===== src/rtl/maze_pkg.sv =====
// maze_pkg: shared encodings and grid defaults for the maze position datapath, control FSM and maze ROM.
package maze_pkg;
    localparam int DEF_GRID_W  = 40;
    localparam int DEF_GRID_H  = 30;
    localparam int DEF_BOX     = 4;
    localparam int DEF_START_X = 1;
    localparam int DEF_START_Y = 1;
    localparam int DEF_GOAL_X  = 38;
    localparam int DEF_GOAL_Y  = 28;
    localparam logic [2:0] DEF_BG_COLOUR     = 3'b111;
    localparam logic [2:0] DEF_PLAYER_COLOUR = 3'b100;
    typedef enum logic [1:0] {UP, DOWN, LEFT, RIGHT} dir_t;
    typedef enum logic [2:0] {IDLE, ERASE, CHECK_ADDR, CHECK_WAIT, CHECK_DONE, DRAW} state_t;
    function automatic dir_t encode_dir(input logic up, input logic down, input logic left, input logic right);
        return right ? RIGHT : left ? LEFT : down ? DOWN : UP;
    endfunction
endpackage


===== src/rtl/maze_position_datapath_if.sv =====
// maze_position_datapath_if: controller, maze ROM and VGA signals of the position datapath.
// reachedGoal exists only when MAZE_GOAL_DETECT_EN is defined.
interface maze_position_datapath_if;
    logic moveUp, moveDown, moveLeft, moveRight, doneChangePosition, eraseBox, drawBox;
    logic doneErase, doneCheckLegal, doneDraw, isLegal;
    logic [5:0] cell_x;
    logic [4:0] cell_y;
    logic [10:0] maze_addr;
    logic maze_wall;
    logic [7:0] vga_x;
    logic [6:0] vga_y;
    logic [2:0] vga_colour;
    logic vga_plot;
`ifdef MAZE_GOAL_DETECT_EN
    logic reachedGoal;
`endif
    modport master (
        output moveUp, moveDown, moveLeft, moveRight, doneChangePosition, eraseBox, drawBox, maze_wall,
        input doneErase, doneCheckLegal, doneDraw, isLegal, cell_x, cell_y, maze_addr,
        input vga_x, vga_y, vga_colour, vga_plot
`ifdef MAZE_GOAL_DETECT_EN
        , input reachedGoal
`endif
    );
    modport slave (
        input moveUp, moveDown, moveLeft, moveRight, doneChangePosition, eraseBox, drawBox, maze_wall,
        output doneErase, doneCheckLegal, doneDraw, isLegal, cell_x, cell_y, maze_addr,
        output vga_x, vga_y, vga_colour, vga_plot
`ifdef MAZE_GOAL_DETECT_EN
        , output reachedGoal
`endif
    );
endinterface


===== src/rtl/box_sweeper.sv =====
// box_sweeper: px/py raster counter over one BOX x BOX player box, px fastest.
module box_sweeper #(
    parameter int BOX = 4,
    localparam int PW = (BOX > 1) ? $clog2(BOX) : 1
) (
    input  logic          clock,
    input  logic          resetn,
    input  logic          clear,
    input  logic          start,
    output logic          busy,
    output logic          last,
    output logic [PW-1:0] px,
    output logic [PW-1:0] py
);
    assign last = busy && &px && &py;
    // BOX is a power of two, so the counters wrap back to (0,0) on the last pixel.
    always_ff @(posedge clock or negedge resetn)
        if (!resetn) begin
            busy <= 1'b0;
            px   <= '0;
            py   <= '0;
        end else if (clear) begin
            busy <= 1'b0;
            px   <= '0;
            py   <= '0;
        end else if (busy) begin
            px   <= px + 1'b1;
            py   <= &px ? py + 1'b1 : py;
            busy <= !last;
        end else if (start)
            busy <= 1'b1;
endmodule


===== src/rtl/maze_position_datapath.sv =====
// maze_position_datapath: player cell tracking, move legality check against wall memory, and box erase/draw.
// Define MAZE_GOAL_DETECT_EN to add the sticky reachedGoal output that blocks further moves.
module maze_position_datapath
    import maze_pkg::*;
#(
    parameter int GRID_W  = DEF_GRID_W,
    parameter int GRID_H  = DEF_GRID_H,
    parameter int BOX     = DEF_BOX,
    parameter int START_X = DEF_START_X,
    parameter int START_Y = DEF_START_Y,
    parameter int GOAL_X  = DEF_GOAL_X,
    parameter int GOAL_Y  = DEF_GOAL_Y,
    parameter logic [2:0] BG_COLOUR     = DEF_BG_COLOUR,
    parameter logic [2:0] PLAYER_COLOUR = DEF_PLAYER_COLOUR
) (
    input logic clock,
    input logic resetn,
    input logic externalReset,
    maze_position_datapath_if.slave bus
);
    localparam int PW = (BOX > 1) ? $clog2(BOX) : 1;
    state_t state, nxt;
    dir_t dir;
    logic dir_valid, start, busy, last, in_range, rd, legal, goal;
    logic done_erase, done_check, done_draw, is_legal;
    logic [PW-1:0] px, py;
    logic [5:0] cell_x, tx;
    logic [4:0] cell_y, ty;

    box_sweeper #(.BOX(BOX)) sweeper (
        .clock(clock), .resetn(resetn), .clear(externalReset), .start(start),
        .busy(busy), .last(last), .px(px), .py(py)
    );

    always_ff @(posedge clock or negedge resetn)
        if (!resetn) state <= IDLE;
        else state <= externalReset ? IDLE : nxt;

    always_comb begin
        nxt   = state;
        start = 1'b0;
        case (state)
            IDLE: begin
                start = bus.eraseBox || bus.drawBox;
                nxt   = bus.eraseBox ? ERASE : bus.drawBox ? DRAW : IDLE;
            end
            ERASE:      nxt = last ? CHECK_ADDR : ERASE;
            CHECK_ADDR: nxt = CHECK_WAIT;
            CHECK_WAIT: nxt = CHECK_DONE;
            CHECK_DONE: nxt = IDLE;
            DRAW:       nxt = last ? IDLE : DRAW;
            default:    nxt = IDLE;
        endcase
    end

    // Edge cells are rejected before any arithmetic, so targets never wrap.
    always_comb begin
        in_range = dir == UP ? cell_y != 5'd0 : dir == DOWN ? cell_y != 5'(GRID_H - 1) :
                   dir == LEFT ? cell_x != 6'd0 : cell_x != 6'(GRID_W - 1);
        tx = dir == LEFT ? cell_x - 6'd1 : dir == RIGHT ? cell_x + 6'd1 : cell_x;
        ty = dir == UP ? cell_y - 5'd1 : dir == DOWN ? cell_y + 5'd1 : cell_y;
        rd = dir_valid && in_range;
        legal = rd && !bus.maze_wall && !goal;
    end

    always_ff @(posedge clock or negedge resetn)
        if (!resetn) begin
            cell_x     <= 6'(START_X);
            cell_y     <= 5'(START_Y);
            dir        <= UP;
            dir_valid  <= 1'b0;
            is_legal   <= 1'b0;
            done_erase <= 1'b0;
            done_check <= 1'b0;
            done_draw  <= 1'b0;
            goal       <= 1'b0;
        end else begin
            if (bus.doneChangePosition) begin
                dir       <= encode_dir(bus.moveUp, bus.moveDown, bus.moveLeft, bus.moveRight);
                dir_valid <= $onehot({bus.moveUp, bus.moveDown, bus.moveLeft, bus.moveRight});
            end
            done_erase <= state == ERASE && last;
            done_draw  <= state == DRAW && last;
            done_check <= state == CHECK_WAIT;
            if (state == CHECK_WAIT) begin
                is_legal <= legal;
                cell_x   <= legal ? tx : cell_x;
                cell_y   <= legal ? ty : cell_y;
`ifdef MAZE_GOAL_DETECT_EN
                goal     <= goal || (legal && tx == 6'(GOAL_X) && ty == 5'(GOAL_Y));
`endif
            end
            if (externalReset) begin
                cell_x     <= 6'(START_X);
                cell_y     <= 5'(START_Y);
                dir        <= UP;
                dir_valid  <= 1'b0;
                is_legal   <= 1'b0;
                done_erase <= 1'b0;
                done_check <= 1'b0;
                done_draw  <= 1'b0;
                goal       <= 1'b0;
            end
        end

    assign bus.maze_addr      = (state == CHECK_ADDR || state == CHECK_WAIT) && rd ? 11'(ty * GRID_W + tx) : '0;
    assign bus.vga_plot       = state == ERASE || state == DRAW;
    assign bus.vga_x          = bus.vga_plot ? 8'(cell_x * BOX) + 8'(px) : '0;
    assign bus.vga_y          = bus.vga_plot ? 7'(cell_y * BOX) + 7'(py) : '0;
    assign bus.vga_colour     = state == ERASE ? BG_COLOUR : state == DRAW ? PLAYER_COLOUR : 3'b000;
    assign bus.doneErase      = done_erase;
    assign bus.doneCheckLegal = done_check;
    assign bus.doneDraw       = done_draw;
    assign bus.isLegal        = is_legal;
    assign bus.cell_x         = cell_x;
    assign bus.cell_y         = cell_y;
`ifdef MAZE_GOAL_DETECT_EN
    assign bus.reachedGoal    = goal;
`endif
endmodule


===== src/flat_wrapper.sv =====
// flat-port wrapper written by rule: the top's interface ports become plain ports
module maze_position_datapath_flat import maze_pkg::*;
#(
    parameter int GRID_W  = DEF_GRID_W,
    parameter int GRID_H  = DEF_GRID_H,
    parameter int BOX     = DEF_BOX,
    parameter int START_X = DEF_START_X,
    parameter int START_Y = DEF_START_Y,
    parameter int GOAL_X  = DEF_GOAL_X,
    parameter int GOAL_Y  = DEF_GOAL_Y,
    parameter logic [2:0] BG_COLOUR     = DEF_BG_COLOUR,
    parameter logic [2:0] PLAYER_COLOUR = DEF_PLAYER_COLOUR
)
  (clock, resetn, externalReset, bus_moveUp, bus_moveDown, bus_moveLeft, bus_moveRight, bus_doneChangePosition, bus_eraseBox, bus_drawBox, bus_maze_wall, bus_doneErase, bus_doneCheckLegal, bus_doneDraw, bus_isLegal, bus_cell_x, bus_cell_y, bus_maze_addr, bus_vga_x, bus_vga_y, bus_vga_colour, bus_vga_plot);
  maze_position_datapath_if bus_i ();
  input logic clock;
  input logic resetn;
  input logic externalReset;
  input wire logic [$bits(bus_i.moveUp)-1:0] bus_moveUp;
  input wire logic [$bits(bus_i.moveDown)-1:0] bus_moveDown;
  input wire logic [$bits(bus_i.moveLeft)-1:0] bus_moveLeft;
  input wire logic [$bits(bus_i.moveRight)-1:0] bus_moveRight;
  input wire logic [$bits(bus_i.doneChangePosition)-1:0] bus_doneChangePosition;
  input wire logic [$bits(bus_i.eraseBox)-1:0] bus_eraseBox;
  input wire logic [$bits(bus_i.drawBox)-1:0] bus_drawBox;
  input wire logic [$bits(bus_i.maze_wall)-1:0] bus_maze_wall;
  output wire logic [$bits(bus_i.doneErase)-1:0] bus_doneErase;
  output wire logic [$bits(bus_i.doneCheckLegal)-1:0] bus_doneCheckLegal;
  output wire logic [$bits(bus_i.doneDraw)-1:0] bus_doneDraw;
  output wire logic [$bits(bus_i.isLegal)-1:0] bus_isLegal;
  output wire logic [$bits(bus_i.cell_x)-1:0] bus_cell_x;
  output wire logic [$bits(bus_i.cell_y)-1:0] bus_cell_y;
  output wire logic [$bits(bus_i.maze_addr)-1:0] bus_maze_addr;
  output wire logic [$bits(bus_i.vga_x)-1:0] bus_vga_x;
  output wire logic [$bits(bus_i.vga_y)-1:0] bus_vga_y;
  output wire logic [$bits(bus_i.vga_colour)-1:0] bus_vga_colour;
  output wire logic [$bits(bus_i.vga_plot)-1:0] bus_vga_plot;
  assign bus_i.moveUp = bus_moveUp;
  assign bus_i.moveDown = bus_moveDown;
  assign bus_i.moveLeft = bus_moveLeft;
  assign bus_i.moveRight = bus_moveRight;
  assign bus_i.doneChangePosition = bus_doneChangePosition;
  assign bus_i.eraseBox = bus_eraseBox;
  assign bus_i.drawBox = bus_drawBox;
  assign bus_i.maze_wall = bus_maze_wall;
  assign bus_doneErase = bus_i.doneErase;
  assign bus_doneCheckLegal = bus_i.doneCheckLegal;
  assign bus_doneDraw = bus_i.doneDraw;
  assign bus_isLegal = bus_i.isLegal;
  assign bus_cell_x = bus_i.cell_x;
  assign bus_cell_y = bus_i.cell_y;
  assign bus_maze_addr = bus_i.maze_addr;
  assign bus_vga_x = bus_i.vga_x;
  assign bus_vga_y = bus_i.vga_y;
  assign bus_vga_colour = bus_i.vga_colour;
  assign bus_vga_plot = bus_i.vga_plot;
  maze_position_datapath #(.GRID_W(GRID_W), .GRID_H(GRID_H), .BOX(BOX), .START_X(START_X), .START_Y(START_Y), .GOAL_X(GOAL_X), .GOAL_Y(GOAL_Y), .BG_COLOUR(BG_COLOUR), .PLAYER_COLOUR(PLAYER_COLOUR)) u_core (.clock(clock), .resetn(resetn), .externalReset(externalReset), .bus(bus_i));
endmodule

===== config.mk =====
export PLATFORM = sky130hd
export DESIGN_NAME = maze_position_datapath_flat
export DESIGN_NICKNAME = d
export VERILOG_FILES = /design/src/rtl/maze_pkg.sv /design/src/rtl/maze_position_datapath_if.sv /design/src/rtl/box_sweeper.sv /design/src/rtl/maze_position_datapath.sv /design/src/flat_wrapper.sv
export SDC_FILE = /design/constraint.sdc
export NUM_CORES = 1
export LEC_CHECK = 0
export CAP_MARGIN = 20
export CORE_UTILIZATION = 45
export DETAILED_ROUTE_END_ITERATION = 7
export GPL_ROUTABILITY_DRIVEN = 0
export GPL_TIMING_DRIVEN = 0
export PLACE_DENSITY = 0.85
export SKIP_CTS_REPAIR_TIMING = 1
export SYNTH_ARGS = -nofsm -noshare
export SYNTH_HDL_FRONTEND = slang
export SYNTH_SLANG_ARGS = --single-unit

===== constraint.sdc =====
create_clock -name clock -period 3.3 [get_ports clock]
set_clock_uncertainty 0.05 [all_clocks]
set_input_delay 0.495 -clock clock [delete_from_list [all_inputs] [get_ports clock]]
set_output_delay 0.495 -clock clock [all_outputs]
set_load 0.005 [all_outputs]

**After elaboration in Yosys (flattened, before gate mapping)**

Index checks and enable logic that the tools add are counted.

- Register bits: 26
- Latch bits: 0
- Memory bits (writable): 0
- Memory bits (read-only): 0
- Bits of input ports: 11
- Output and inout bits: 45
- Memories kept: 0

- $add $sub $neg: 12
- Multipliers: 1
- Divide/modulo/power cells: 0
- Magnitude comparators: 0
- Equality and inequality tests: 10
- Shift-type cells: 0
- Muxes and demuxes: 45
- Bitwise operators: 0
- Reduce and logical (&&, ||, !) cells: 25

Operators by type and width:

| cell | count |
|---|---|
| 2-to-1 mux 6 bit | 5 |
| 2-to-1 mux 5 bit | 5 |
| 2-to-1 mux 2 bit | 10 |
| 2-to-1 mux 3 bit | 6 |
| 2-to-1 mux 1 bit | 15 |
| case mux 3 bit (5 select lines) | 1 |
| adder 11 x 6 -> 11 bit | 1 |
| 2-to-1 mux 11 bit | 1 |
| nonzero test 2 bit | 5 |
| adder 8 x 2 -> 8 bit | 1 |
| multiplier 5 x 3 -> 8 bit, second input constant | 1 |
| 2-to-1 mux 8 bit | 1 |
| AND reduction 2 bit | 4 |
| adder 7 x 2 -> 7 bit | 1 |
| logical AND 1 bit | 7 |
| 2-to-1 mux 7 bit | 1 |
| adder 6 x 1 -> 6 bit, second input constant | 1 |
| == test 3 x 1 -> 1 bit, second input constant | 2 |
| == test 3 x 2 -> 1 bit, second input constant | 2 |
| != test 6 bit, second input constant | 1 |
| nonzero test 6 bit | 1 |
| subtractor 6 x 1 -> 6 bit, second input constant | 1 |
| adder 5 x 1 -> 5 bit, second input constant | 1 |
| != test 5 bit, second input constant | 1 |
| other kinds (12) | 18 |

**Longest topological paths before layout**

- Word-level depth: 9
- Mapped depth: 15
- Depth with buffers taken out: 15

**Hierarchy**

A second synthesis with hierarchy kept.

- Cell total of the unflattened synthesis: 266
- Area, all modules: 2,306.0 sq um

Modules (own cells, without submodules):

| module | times used | cells each | area an instance (sq um) | sequential area each (sq um) |
|---|---|---|---|---|
| maze_position_datapath | 1 | 244 | 2,037.0 | 528.0 |
| box_sweeper | 1 | 22 | 269.0 | 125.1 |

**Worst setup path before layout**

OpenSTA, ideal clock, no wires.

- Path type: register -> output
- Start point: reg u_core.cell_y[1] (netlist: u_core.bus.cell_y[1])
- End point: out bus_maze_addr[9]
- Arrival: 3,085 ps
- Data required time: 2,755 ps
- Setup slack: -330 ps
- Cell stages (with the launch flop): 13
- Path buffers: 0
- Path through: dfrtp_1 inv_1 ha_1 or4b_1 a21oi_1 xnor2_1 xnor2_1 fa_1 xnor2_1 o2111ai_1 xnor2_1 xnor2_1 nor2_1

- Word-level cells in the longest chain between the ends: 6
- Elaborated cells on any way between the ends: 13
- Those cells by class: add/sub (3); mul (1); eq/ne (1); mux (5); reduce/logical (3)

Ends and longest elaborated chain:

| what | line | text |
|---|---|---|
| start, declared | maze_position_datapath.sv:28 | `logic [4:0] cell_y, ty;` |
| start signal, assigned | maze_position_datapath.sv:69 | `cell_y <= 5'(START_Y);` |
| start signal, assigned | maze_position_datapath.sv:88 | `cell_y <= legal ? ty : cell_y;` |
| start signal, assigned | maze_position_datapath.sv:95 | `cell_y <= 5'(START_Y);` |
| adder 5 x 1 -> 5 bit / != test 5 bit (equally long branches) | maze_position_datapath.sv:61, maze_position_datapath.sv:58 |  |
| 2-to-1 mux 5 bit / 2-to-1 mux 1 bit (equally long branches) (2 in a row) | maze_position_datapath.sv:61, maze_position_datapath.sv:58 |  |
| multiplier 5 x 3 -> 8 bit / logical AND 1 bit (equally long branches) | maze_position_datapath.sv:106, maze_position_datapath.sv:62 |  |
| adder 11 x 6 -> 11 bit / logical AND 1 bit (equally long branches) | maze_position_datapath.sv:106 | `assign bus.maze_addr = (state == CHECK_ADDR \|\| state == CHECK_WAIT) && rd ? 11'(ty * GRID_W + tx) : '0;` |
| 2-to-1 mux 11 bit * | maze_position_datapath.sv:106 |  |
| end, declared | flat_wrapper.sv:33 | `output wire logic [$bits(bus_i.maze_addr)-1:0] bus_maze_addr;` |

Mark *: on every way between the ends. The rest lies on a longest branch, timed or not.

**Worst setup path in the final report**

- Start point: reg u_core.cell_y[0] (netlist: u_core.bus.cell_y[0])
- End point: out bus_maze_addr[9]

The elaborated chain is that of the path after synthesis.

==> metrics <==
CTS tree=yes; syn nets=between 200 and 300; Max-slew headroom=57.9%; P_sw=0.000186 W; Worst Hold Path Cells=2; PortBufs=55; post-synth top area share=about a quarter; Crit-path slowest cell=dfstp_2; status=finished with violations; Cell Pwr Density=204 nW/um^2; fraction of layout cells with a size suffix above 1=24.3%; Synth Instances=258; num rows=25; initial antenna violation count=0; Hold Path Class=flop to flop; total routed wirelength=6380 um; Worst Path Required=around 2.8 ns; 1st-iter DRT viols=83; RR Startpoint=u_core.dir[0]$_DFFE_PN0P_; Post-Layout Cell Count=about 410; Yosys reg bits=26; nets@finish=377; first-pass GRT wire length=9270 um; clock buffer depth=2; Crit Path Class=flop to output port; Die H=73.1 um; io pins=56; ordered cell list for the critical path=inv_4 > ha_4 > mux2i_1 > nor2_1 > xnor2_2 > inv_1 > ha_2 > ha_4 > inv_2 > fa_2 > inv_2 > buf_4 > o2111ai_2 > xnor2_1 > xnor2_1 > nor2_1 > dlymetal6s2s_1; async set-reset flop share out of synthesis=100%; Placement Cell Area=2980 um^2; CP bufs+invs=6; Most used DFF post-synth=dfrtp_1; starting density of the core=47.6%; sink of the worst hold path=u_core.bus.isLegal$_DFFE_PN0P_; number of flops mapped to enable cells by yosys=0; min setup slack post-route=-0.724 ns; Avg Synthesized Cell Area=8.83 um^2; final instance area=3390 um^2; failing checks=negative setup slack; Fin. Hold Viols=0; via count=2196; Int Pwr=0.000506 W; final antenna-violating net count=0; sequential fraction of the synthesis area=28.7%; fillers=355; measured slew at the worst slew-check pin=~0.63 ns; Reg2Reg Setup Slack=0.85 ns; Slew Limit Fails=0; maxcap violations=0; Vias/cell=5.38; Leak=1.50 nW; Worst Path Arrival=3.48 ns; FF-to-FF End=u_core.bus.cell_y[2]$_DFFE_PN0P_; # clock sinks=26; width of the die=~73 um; DRC viols=0; ANT cells=0; Flop pwr share=between 40 and 50%; hold path startpoint=u_core.bus.isLegal$_DFFE_PN0P_; cell taking the most area after synthesis=dfrtp_1; worst r2r path cells=9; Setup-failing EPs final=7; critical path peak fanout=8; Worst-Skew Late Latency=0.27 ns; RSZ-0062 raised after global routing=yes; Yosys Warn Count=0; core area=4790 um^2; GRT Util Overall=22.5%; CP Capture Type=output port; crit-path max cell delay=0.66 ns; critical path launch point type=flop; ranking of synthesized cells by area=dfrtp_1, ha_1, xnor2_1, nor2_1, and2_1; Peak VDD IR=0.192 mV; total power=between 0.0006 and 0.0007 W; post-DR wirelength/cell=about 16 um; synthesized cell area=2280 um^2; Final period util=122%; Cell variety after synth=50; sw frac=26.9%; fmax=approximately 250 MHz; Num CTS Buffers=3; CTS H-tree depth=1; delay-heaviest family, CP=adder cells; CTS Root Cell=clkbuf_8; Clk pin slew, worst setup/hold paths=around 0.090 ns; final hold slack=0.484 ns; part of the power in the clock network=30.0%; largest net degree at the start of global routing=16; Synth-to-Final Area Change=48.7%; Die ar.=about 5300 um^2; combinational cell fraction of total power=22.0%; vias in the first global route=1977; Place WS=-1.00 ns; total gr overflow=0; DP Cell Count=between 300 and 400; DP HPWL=4340 um; drt first pass iters=4; min Tclk post-route=4.02 ns
## sequential cells by signal, indices dropped and copies added, names as in the netlist
register and count:
u_core.bus.cell_x 6, u_core.state 3, u_core.dir 2, u_core.sweeper.busy 1, u_core.bus.doneErase 1, u_core.bus.isLegal 1
u_core.dir_valid 1, u_core.sweeper.py 2, u_core.sweeper.px 2, u_core.bus.cell_y 5, u_core.bus.doneCheckLegal 1, u_core.bus.doneDraw 1
## cells by family (layout without fill, tap and decap cells)
kind of cell	count (synthesis)	count (layout)	synth area share, %
and+or+nand+nor	105	105	25.5
AOI/OAI and AO/OA	38	38	12.9
buffers and inverters	36	119	7.14
DFF	26	26	28.7
adders and majority gates	24	24	14.2
xor gates and xnor gates	22	22	8.46
muxes	7	7	3.13
## cell usage after synthesis, drive strengths merged, types with 3 or more instances
master and count:
or4b 5, ha 21, nand4 4, nand2b 6, xor2 7, dfrtp 24, mux2i 6, clkbuf 9
nor2 33, xnor2 15, nor3 6, and2 16, a21oi 13, nand2 10, a211oi 7, nand3 6
nor4 3, fa 3, o21ai 5, buf 9, nor2b 5, inv 18
## routing by layer
layer	part of all wire, %	GRT usage (%)
met5	0	0
met4	1.8	7.63
met3	3.8	1.80
met2	52	40.4
met1	43	28.2
## per-stage QoR
stage	TNS, ns	util (%)
2_1_floorplan	-0.292	-
3_3_place_gp	-3.82	61.9
3_5_place_dp	-4.29	62.2
4_1_cts	-7.16	63.4
5_1_grt	-3.99	70.7
6_report	-3.00	70.7
## layout make-up
cell class	count	area (um^2)	share of cell area, %
Sequential cell	26	656	19.4
Inverter	18	70.1	2.07
Tap cell	67	83.8	2.48
Clock buffer	4	55.1	1.63
Timing Repair Buffer	79	738	21.8
Buffer	18	106	3.14
Multi-Input combinational cell	196	1680	49.5
## tightest hold or removal path, delay by kind of cell (launching register included)
family,cells,cell delay (ns)
AND/OR/NAND/NOR,1,0.08
AO/OA/AOI/OAI,1,0.06
flip-flops,1,0.36
## power by group through the flow
stage                     Combinational, W  Clock, W  Sequential (W)
final                             0.000152  0.000208        0.000332
after global routing              0.000167  0.000222        0.000334
after CTS                         0.000139  0.000210        0.000332
after detailed placement          0.000138         0        0.000339
after global placement            0.000133         0        0.000338
after floorplan                  0.0000777         0        0.000337
## cells in the final DEF (no fill, tap or decap), types with 4 or more instances in the layout
cell | Yosys | layout
buf_6 | 2 | 4
clkbuf_1 | 9 | 8
nand4_1 | 4 | 4
nand3_1 | 6 | 6
nand2b_1 | 6 | 6
ha_4 | 0 | 5
clkbuf_8 | 0 | 4
a211oi_2 | 3 | 4
and2_1 | 16 | 16
clkdlybuf4s50_1 | 0 | 46
dfrtp_1 | 24 | 22
xor2_1 | 7 | 6
nor3_1 | 5 | 4
dlymetal6s2s_1 | 0 | 6
a21oi_1 | 13 | 10
nor2_1 | 33 | 32
mux2i_1 | 6 | 6
ha_1 | 21 | 15
buf_4 | 2 | 24
inv_1 | 18 | 14
buf_2 | 4 | 4
nand2_1 | 10 | 9
xnor2_1 | 15 | 10
nor2b_1 | 5 | 4
## worst max path at each step
stage / startpoint / end / slack (ns) / cells past startpoint
final: u_core.bus.cell_y[0]$_DFFE_PN1P_ / bus_maze_addr[9] / -0.72 / 17
after global routing: u_core.bus.cell_y[0]$_DFFE_PN1P_ / bus_maze_addr[9] / -0.90 / 17
after CTS: u_core.bus.cell_y[0]$_DFFE_PN1P_ / bus_maze_addr[10] / -1.33 / 13
after detailed placement: u_core.bus.cell_y[0]$_DFFE_PN1P_ / bus_maze_addr[10] / -1.00 / 13
after global placement: u_core.bus.cell_y[0]$_DFFE_PN1P_ / bus_maze_addr[9] / -0.93 / 14
after floorplan: u_core.bus.cell_y[2]$_DFFE_PN0P_ / bus_maze_addr[9] / -0.17 / 13
No activity file was read; power rests on OpenSTA's default activity.
